**config.mk**
```make
export PLATFORM = sky130hd
export DESIGN_NAME = vga_timing_gen
export DESIGN_NICKNAME = d
export VERILOG_FILES = /design/src/rtl/vga_timing_gen.sv
export SDC_FILE = /design/constraint.sdc
export NUM_CORES = 1
export LEC_CHECK = 0
export CORE_UTILIZATION = 56
export DETAILED_ROUTE_END_ITERATION = 16
export GPL_ROUTABILITY_DRIVEN = 1
export MAX_ROUTING_LAYER = met4
export PLACE_DENSITY = 0.94
export RECOVER_POWER = 100
export SLEW_MARGIN = 20
export SYNTH_ARGS = -nofsm -noshare
export SYNTH_HDL_FRONTEND = slang
export SYNTH_SLANG_ARGS = --single-unit
export TNS_END_PERCENT = 5
```
**constraint.sdc**
```tcl
create_clock -name pixel_clock -period 2.8 [get_ports pixel_clock]
set_clock_uncertainty 0.1 [all_clocks]
set_input_delay 0.42 -clock pixel_clock [delete_from_list [all_inputs] [get_ports pixel_clock]]
set_output_delay 0.42 -clock pixel_clock [all_outputs]
set_load 0.1 [all_outputs]
```
**src/rtl/vga_timing_gen.sv**
```systemverilog
// Free-running VGA raster timing generator: sync, blank, coordinates and frame_start, all registered.
// Define VGA_TIMING_PATTERN_EN to add the registered 8-bar colour pattern outputs (pattern_red/green/blue).
module vga_timing_gen #(
  parameter int H_ACTIVE   = 640,
  parameter int H_FP       = 16,
  parameter int H_SYNC     = 96,
  parameter int H_BP       = 48,
  parameter int V_ACTIVE   = 480,
  parameter int V_FP       = 10,
  parameter int V_SYNC     = 2,
  parameter int V_BP       = 33,
  parameter int H_SYNC_POL = 0,
  parameter int V_SYNC_POL = 0,
  parameter int CNT_W      = 10
) (
  input  logic             pixel_clock,
  input  logic             reset,
  output logic             h_synch,
  output logic             v_synch,
  output logic             blank,
  output logic [CNT_W-1:0] pixel_count,
  output logic [CNT_W-1:0] line_count,
  output logic             frame_start
`ifdef VGA_TIMING_PATTERN_EN
  ,
  output logic             pattern_red,
  output logic             pattern_green,
  output logic             pattern_blue
`endif
);

  localparam int H_TOTAL = H_ACTIVE + H_FP + H_SYNC + H_BP;
  localparam int V_TOTAL = V_ACTIVE + V_FP + V_SYNC + V_BP;

  localparam logic [CNT_W-1:0] H_LAST       = CNT_W'(H_TOTAL - 1);
  localparam logic [CNT_W-1:0] V_LAST       = CNT_W'(V_TOTAL - 1);
  localparam logic [CNT_W-1:0] H_VIS        = CNT_W'(H_ACTIVE);
  localparam logic [CNT_W-1:0] V_VIS        = CNT_W'(V_ACTIVE);
  localparam logic [CNT_W-1:0] H_SYNC_START = CNT_W'(H_ACTIVE + H_FP);
  localparam logic [CNT_W-1:0] H_SYNC_END   = CNT_W'(H_ACTIVE + H_FP + H_SYNC);
  localparam logic [CNT_W-1:0] V_SYNC_START = CNT_W'(V_ACTIVE + V_FP);
  localparam logic [CNT_W-1:0] V_SYNC_END   = CNT_W'(V_ACTIVE + V_FP + V_SYNC);

  localparam logic H_ASSERT = 1'(H_SYNC_POL);
  localparam logic V_ASSERT = 1'(V_SYNC_POL);

  function automatic logic sync_level(input logic in_pulse, input logic pol);
    return in_pulse ? pol : ~pol;
  endfunction

  logic [CNT_W-1:0] h_cnt;
  logic [CNT_W-1:0] v_cnt;

  // Stage p0: raster counters
  always_ff @(posedge pixel_clock or posedge reset) begin
    if (reset) begin
      h_cnt <= '0;
      v_cnt <= '0;
    end else if (h_cnt == H_LAST) begin
      h_cnt <= '0;
      v_cnt <= (v_cnt == V_LAST) ? '0 : v_cnt + 1'b1;
    end else begin
      h_cnt <= h_cnt + 1'b1;
    end
  end

  logic active_p0;
  logic h_pulse_p0;
  logic v_pulse_p0;
  logic origin_p0;

  always_comb begin
    active_p0  = (h_cnt < H_VIS) && (v_cnt < V_VIS);
    h_pulse_p0 = (h_cnt >= H_SYNC_START) && (h_cnt < H_SYNC_END);
    v_pulse_p0 = (v_cnt >= V_SYNC_START) && (v_cnt < V_SYNC_END);
    origin_p0  = (h_cnt == '0) && (v_cnt == '0);
  end

  // Stage p1: every output registered from the same counter snapshot, so they never skew
  always_ff @(posedge pixel_clock or posedge reset) begin
    if (reset) begin
      pixel_count <= '0;
      line_count  <= '0;
      blank       <= 1'b1;
      h_synch     <= ~H_ASSERT;
      v_synch     <= ~V_ASSERT;
      frame_start <= 1'b0;
    end else begin
      pixel_count <= h_cnt;
      line_count  <= v_cnt;
      blank       <= ~active_p0;
      h_synch     <= sync_level(h_pulse_p0, H_ASSERT);
      v_synch     <= sync_level(v_pulse_p0, V_ASSERT);
      frame_start <= origin_p0;
    end
  end

`ifdef VGA_TIMING_PATTERN_EN
  localparam logic [CNT_W-1:0] BAR_W = CNT_W'(H_ACTIVE / 8);

  function automatic logic [2:0] bar_color(input logic [CNT_W-1:0] h);
    return 3'(h / BAR_W);
  endfunction

  always_ff @(posedge pixel_clock or posedge reset) begin
    if (reset) begin
      {pattern_red, pattern_green, pattern_blue} <= 3'b000;
    end else begin
      {pattern_red, pattern_green, pattern_blue} <= active_p0 ? bar_color(h_cnt) : 3'b000;
    end
  end
`endif

endmodule

```
# After elaboration in Yosys (flattened, before gate mapping)
# Index checks and enable logic that the tools add are counted.
op_classes:
  addsub: 2
  order_cmp: 6
  eq_ne: 2
  mux: 4
  n_bitwise: 1
  n_reduce_logical: 6
op_table:
  columns: ["op", "n"]
  rows:
  - ["adder 10 x 1 -> 10 bit (second input constant)", 2]
  - ["equality test 10 bit (second input constant)", 2]
  - ["logical NOT 10 bit", 2]
  - ["< comparator 10 bit (second input constant)", 2]
  - ["< comparator 10 x 9 -> 1 bit (second input constant)", 2]
  - ["2-to-1 mux 10 bit", 2]
  - [">= comparator 10 bit (second input constant)", 1]
  - [">= comparator 10 x 9 -> 1 bit (second input constant)", 1]
  - ["logical AND 1 bit", 4]
  - ["2-to-1 mux 1 bit", 2]
  - ["inverter 1 bit", 1]
totals:
  register_bits: 44
  input_bits: 2
  out_inout_bits: 24
  elab_cells: 29

# Depth between registers and ports, before layout
# Gate-level depths: netlist (run 1).
depth:
  ltp_word: 3
  mapped_depth: 7
  depth_no_buf: 6

# Worst setup path before layout (run 1)
# Ideal clock, no wire load.
synth_path:
  kind: "register to register"
  from: "register h_cnt[5]"
  to: "register v_cnt[9]"
  setup_time_ns: 0.077
  t_arrival_ns: 1.570
  required_time_ns: 2.623
  path_slack_ns: 1.052
  path_stages_with_launch: 6
  path_buffers: 1
  period_less_slack_ns: 1.748
  cell_sequence: "dfrtp_1 buf_6 nor4b_4 nand4_2 or4_1 a21oi_1"
synth_between:
  elab_chain_cells: 1
synth_lines:
  columns: ["item", "line_no", "text"]
  rows:
  - ["from (decl)", "51", "logic [CNT_W-1:0] h_cnt;"]
  - ["from (signal assigned)", "63", "h_cnt <= h_cnt + 1'b1;"]
  - ["equality test 10 bit", "59", "end else if (h_cnt == H_LAST) begin"]
  - ["to (signal assigned)", "61", "v_cnt <= (v_cnt == V_LAST) ? '0 : v_cnt + 1'b1;"]
  - ["to (decl)", "52", "logic [CNT_W-1:0] v_cnt;"]
# No other way between the ends.
# A chain may end at the register's enable or synchronous reset.

# Final worst setup path (run 1)
layout_path:
  from: "register h_synch"
  to: "output port h_synch"
layout_rtl:
  columns: ["item", "line_no", "text"]
  rows:
  - ["from (decl)", "18", "output logic h_synch,"]
  - ["from (signal assigned)", "85", "h_synch <= ~H_ASSERT;"]
  - ["from (signal assigned)", "92", "h_synch <= sync_level(h_pulse_p0, H_ASSERT);"]
# No word-level cell between the ends.

==> results of run 1 <==
==> cell families after synthesis <==
| kind of cell | synth area share |
|---|---|
| AND/OR/NAND/NOR | 0.1960 |
| flip-flops | 0.6459 |
| AO/OA/AOI/OAI | 0.04535 |
| XOR/XNOR | 0.05120 |
| buffers and inverters | 0.02560 |
| adder cells (fa/ha/maj) | 0.02926 |
| multiplexers | 0.006583 |
==> layer usage <==
metal / global-route usage / wire length (um) / up-vias
met5: - / 0 / -
met4: 0.1045 / 63 / 0
met3: 0.07029 / 169 / 8
met2: 0.3496 / 1554 / 41
met1: 0.2768 / 1281 / 564
li1: - / - / 543
==> layout make-up <==
cell class / instances / area, um2
inverters: 6 / 22.52
fillers: 222 / 940.9
clock inverters: 1 / 7.507
flip-flops and latches: 44 / 1105
clock buffers: 7 / 55.05
multi-input cells: 85 / 554.3
repair buffers: 26 / 105.1
well taps: 31 / 38.79
==> registers in the layout (all words and copies together) (netlist names) <==
register,flops
frame_start,1
h_cnt,10
v_synch,1
line_count,10
pixel_count,10
blank,1
v_cnt,10
h_synch,1
==> cell usage in the layout (no fill, tap or decap), types with 5 or more instances in the layout <==
cell type,count
xnor2_1,5
xor2_1,5
o21ai_0,5
nand4_1,7
nor2_1,9
inv_1,6
dfrtp_1,41
clkbuf_1,25
clkbuf_4,5
nand3_1,13
and3_1,5
==> power by group through the flow <==
| stage | sequential, W | clock [W] | combinational, W |
|---|---|---|---|
| 2_1_floorplan | 0.000648 | 0 | 0.00000928 |
| 3_3_place_gp | 0.000648 | 0 | 0.0000139 |
| 3_5_place_dp | 0.000648 | 0 | 0.0000147 |
| 4_1_cts | 0.000636 | 0.000326 | 0.0000146 |
| 5_1_grt | 0.000636 | 0.000353 | 0.0000160 |
| 6_report | 0.000636 | 0.000314 | 0.0000130 |
==> worst paths after layout <==
path / cells after the start / endpoint / from
worst min register to register: 0 / line_count[7] / v_cnt[7]
max in group asynchronous: 3 / h_cnt[2] / reset
min in group asynchronous: 3 / line_count[5] / reset
worst min-delay path: 0 / line_count[7] / v_cnt[7]
worst max register to register: 5 / v_cnt[4] / h_cnt[0]
worst max-delay path: 1 / h_synch / h_synch
==> metrics by stage <==
stage,hold WS [ns],area [um2]
floorplan,0.2745,1710
global placement,0.3234,1926
detailed placement,0.3378,1926
CTS,0.3633,1988
global route,0.3769,1888
finish,0.3665,1888
==> results.txt, run 1 <==
Status = complete, but fails checks
Failing checks = DRC
Clock share of power = 0.327
IO Pins = 26
CTS Hold Bufs = 0
CTS-repair resized insts = 0
First-pass GRT wire length = 5.244 mm
Minimum clock period = 2.274 ns
Post-synthesis sequential area ratio = 0.6459
Worst path max stage delay = 0.86 ns
Nets = 174
Max Cap Violations = 0
RSZ-0062 raised after global routing = false
Die ar. = 3279 um2
CTS Buffer Depth = 2
Max-slew violations = 0
Clk pin slew, worst setup/hold paths = 0.12 ns
Drt pass-1 iters = 11
Setup Viol. Count Final = 0
Relative slew slack = 0.2113
Crit path DAT = 1.75 ns
Maximum VDD drop = 0.2767 mV
Sw power = 0.0002029 W
Placed Instances = 192
Setup Crit Path Kind = reg2out
Initial core utilization = 0.6046
Final core occ = 0.6674
Vias in the first global route = 1,135
Distinct cells, synth = 32
Cells along the critical path = clkbuf_1
Synth Net Count = 144
CTS buffer count = 5
Mapped cell area = 1710 um2
GRT overflow = 0
Worst Path Required = 2.28 ns
Post-synth top cells = 41 x dfrtp_1, 13 x nand3_1, 9 x nor2_1
Layout area overhead = 10.39%
Max Fanout on Critical Path = 1
Buffers on Ports = 25
First-iteration detailed-routing DRC count = 56
Antenna diode count = 0
Ranking of synthesized cells by area = dfrtp_1 60%, dfstp_2 4.6%, nand3_1 3.8%
Buf+Inv Stages, Crit Path = 1
Total track usage = 0.2274
WL/cell = 15.35 um
Worst skew pair latency = 0.36 ns
P per Cell Area = 510.0 nW/um2
Die height = 57.27 um
Fin Setup TNS = 0 ns
Final WS setup = 0.5264 ns
Worst Max-Slew Pin Slew = 1.188 ns
Switch share = 0.2108
Cell Int Power = 0.0007600 W
FFs w/ async S/R, synth = 1.000
F_max = 439.8 MHz
CP Launch Type = flip-flop
Leakage = 0.8831 nW
Routed vias = 1,156
Largest net degree at the start of global routing = 45
Clock Sinks = 44
Total power = 0.0009629 W
Maximum level of the CTS H-tree = 2
Yosys reg bits = 44
Cell with the most instances after synthesis = dfrtp_1
Top delay family on crit path = buffers and inverters
Vias per cell = 5.780
CTS root buf = clkbuf_4
Worst slack, placed = 0.9004 ns
Cells after synthesis = 138
Share of layout cells above drive strength 1 = 0.08284
Initial antenna violation count = 0
CP max stage cell = clkbuf_1
Syn_area_per_cell = 12.39 um2
Routed WL = 3.069 mm
Setup bufs post-CTS = 0
Synth warn = 0
Routability Congestion = 0.9589
CTS tree = built
Detail Route Antenna Nets = 0
Most used DFF post-synth = dfrtp_1
R2R Setup Slk = 0.77 ns
Rows = 19
Core area = 2829 um2
Final hold violations = 0
Flop pwr share = 0.660
Die X = 57.27 um
Worst setup EP type = output pin
Top cell type by total area after synthesis = dfrtp_1
Residual DRC = 2
Post-Layout Cell Count = 200
Post-synth top area share = 0.5999
Hold/Removal Path Class = reg2reg
Hpwl dp = 2.071 mm
Number of synthesized flops with an enable pin = 0
Fin crit share = 0.8120
Combinational group share of total power = 0.013
Power figures use the tool's default switching activity.
==> run 2, diff against run 1 <==
- CORE_UTILIZATION: 56 -> 52
- PLACE_DENSITY: 0.94 -> 0.89
- clock period: 2.8 -> 2.14 ns (I/O delays scaled with it)
==> results.txt, run 2 (synthesis gave the netlist of run 1 again) <==
Status = finished, final reports clean
IO Pins = 26 (unchanged)
Detail Route Antenna Nets = 0 (unchanged)
Buffers on Ports = 25 (unchanged)
Vias per cell = 5.413 (-6.3%)
Largest net degree at the start of global routing = 45 (unchanged)
Nets = 174 (unchanged)
Die ar. = 3522 um2 (+7.4%)
Clk pin slew, worst setup/hold paths = 0.12 ns (about the same)
Share of layout cells above drive strength 1 = 0.2426 (+0.1598)
Drt pass-1 iters = 5 (-6)
Initial core utilization = 0.5557 (-0.04891)
CTS Buffer Depth = 2 (unchanged)
Reg2Reg Depth = 5 (unchanged)
Fin crit share = 0.9206
Cells along the critical path = ha_1 -> and3_1 -> nand4_2 -> or4_1 -> a21oi_1
Leakage = 0.9918 nW (+12%)
Total power = 0.001408 W (+46%)
Residual DRC = 0 (-2)
Die height = 59.35 um (+3.6%)
F_max = 507.6 MHz
CTS-repair resized insts = 0 (unchanged)
Core area = 3078 um2 (+8.8%)
CTS tree = built
Worst path max stage delay = 0.52 ns (-0.34 ns)
R2R Setup Slk = 0.17 ns (-0.60 ns)
Fill count = 240 (+8.1%)
Antenna diode count = 0 (unchanged)
Hold/Removal Path Class = reg2reg
Hold path cells = 0 (unchanged)
Max Fanout on Critical Path = 6 (+5)
Die X = 59.35 um (+3.6%)
Clock Sinks = 44 (unchanged)
Setup Crit Path Kind = reg2reg
Hold_sp = v_cnt[7]
Worst Max-Slew Pin Slew = 1.007 ns (-0.1816 ns)
First-pass GRT wire length = 5.099 mm (-2.8%)
Crit Reg-Reg Startpoint = h_cnt[0]
FF-to-FF End = v_cnt[9]
Max-slew violations = 0 (unchanged)
Worst skew pair latency = 0.35 ns (about the same)
Routed vias = 1,153 (-0.26%)
Most frequent cells in the layout = 41 x dfrtp_1, 25 x clkbuf_2, 13 x nand3_1, 9 x nor2_1
Maximum level of the CTS H-tree = 2 (unchanged)
Setup bufs post-CTS = 0 (unchanged)
Maximum VDD drop = 0.3660 mV (+32%)
CTS buffer count = 5 (unchanged)
CP max stage cell = or4_1
Total track usage = 0.2108 (-0.01656)
Hpwl dp = 2.092 mm (+1.0%)
CTS root buf = clkbuf_4
Routability Congestion = 0.9418 (-1.8%)
GRT overflow = 0 (unchanged)
Routed WL = 3.083 mm (+0.46%)
Hold EP = line_count[7]
Fin Setup TNS = 0 ns (unchanged)
Relative slew slack = 0.3290 (+0.1177)
Max Cap Violations = 0 (unchanged)
Worst Path Required = 2.32 ns (+0.04 ns)
WL/cell = 14.47 um (-5.7%)
Final hold violations = 0 (unchanged)
Initial antenna violation count = 0 (unchanged)
Rows = 20 (+1)
CTS Hold Bufs = 0 (unchanged)
Crit path DAT = 2.15 ns (+0.40 ns)
First-iteration detailed-routing DRC count = 41 (-27%)
CP Launch Type = flip-flop
Vias in the first global route = 1,065 (-6.2%)
P per Cell Area = 713.0 nW/um2 (+40%)
RSZ-0062 raised after global routing = false
Most common cell after layout, fill and taps aside = dfrtp_1
Setup Viol. Count Final = 0 (unchanged)
Worst setup EP type = flip-flop
Layout area overhead = 15.44%
Minimum clock period = 1.970 ns
run 2: cell count changes in the layout (fill, tap and decap cells not counted), sizes merged:
cell and delta:
bufinv +1, clkinvlp -1
run 2: per-layer routing:
| layer | share of wire | GRT usage |
|---|---|---|
| met1 | 0.44 | 0.2622 |
| met2 | 0.49 | 0.3146 |
| met3 | 0.044 | 0.05022 |
| met4 | 0.026 | 0.1224 |
| met5 | 0 | - |
run 2: how the worst max path moves through the flow:
stage / start / endpoint
6_report: h_cnt[0] / v_cnt[9]
5_1_grt: h_cnt[0] / v_cnt[9]
4_1_cts: h_cnt[0] / v_cnt[9]
3_5_place_dp: h_cnt[0] / v_cnt[9]
3_3_place_gp: h_cnt[0] / v_cnt[9]
2_1_floorplan: h_cnt[5] / v_cnt[9]
run 2: cell type report:
type | instances | area [um2] | area share
Sequential cell | 44 | 1105 | 0.5596
Multi-Input combinational cell | 85 | 561.8 | 0.2845
Timing Repair Buffer | 26 | 135.1 | 0.06844
Clock buffer | 7 | 65.06 | 0.03295
Tap cell | 44 | 55.05 | 0.02788
Clock inverter | 1 | 30.03 | 0.01521
Inverter | 6 | 22.52 | 0.01141
run 2: power breakdown:
part / switching [W] / internal (W)
registers: 0 / 0.000831
clock network: 0.000249 / 0.000310
logic: 0.0000147 / 0.00000190
run 2: worst max-delay path, delay by kind of cell, from the launching register on:
family                     cells  cell delay (ns)
AOI/OAI and AO/OA              1             0.15
adders and majority gates      1             0.23
and+or+nand+nor                3             0.97
DFF                            1             0.46
run 2: metrics by stage:
stage               std cells  setup WS (ns)  hold slack [ns]    util  area (um2)
floorplan                 138         0.3921           0.2745       -        1710
global placement          205         0.3520           0.3244  0.6309        1942
detailed placement        205         0.2296           0.3378  0.6309        1942
CTS                       213         0.1998           0.2958  0.6618        2037
global route              213        0.08913           0.3904  0.6415        1974
finish                    213         0.1698           0.3637  0.6415        1974
==> run 3, diff against run 2 <==
- CTS_CLUSTER_SIZE: not set -> 16
- HOLD_SLACK_MARGIN: not set -> 0.05
==> results of run 3 <==
Same layout as run 2: the final DEF is identical, and so are final timing and power.
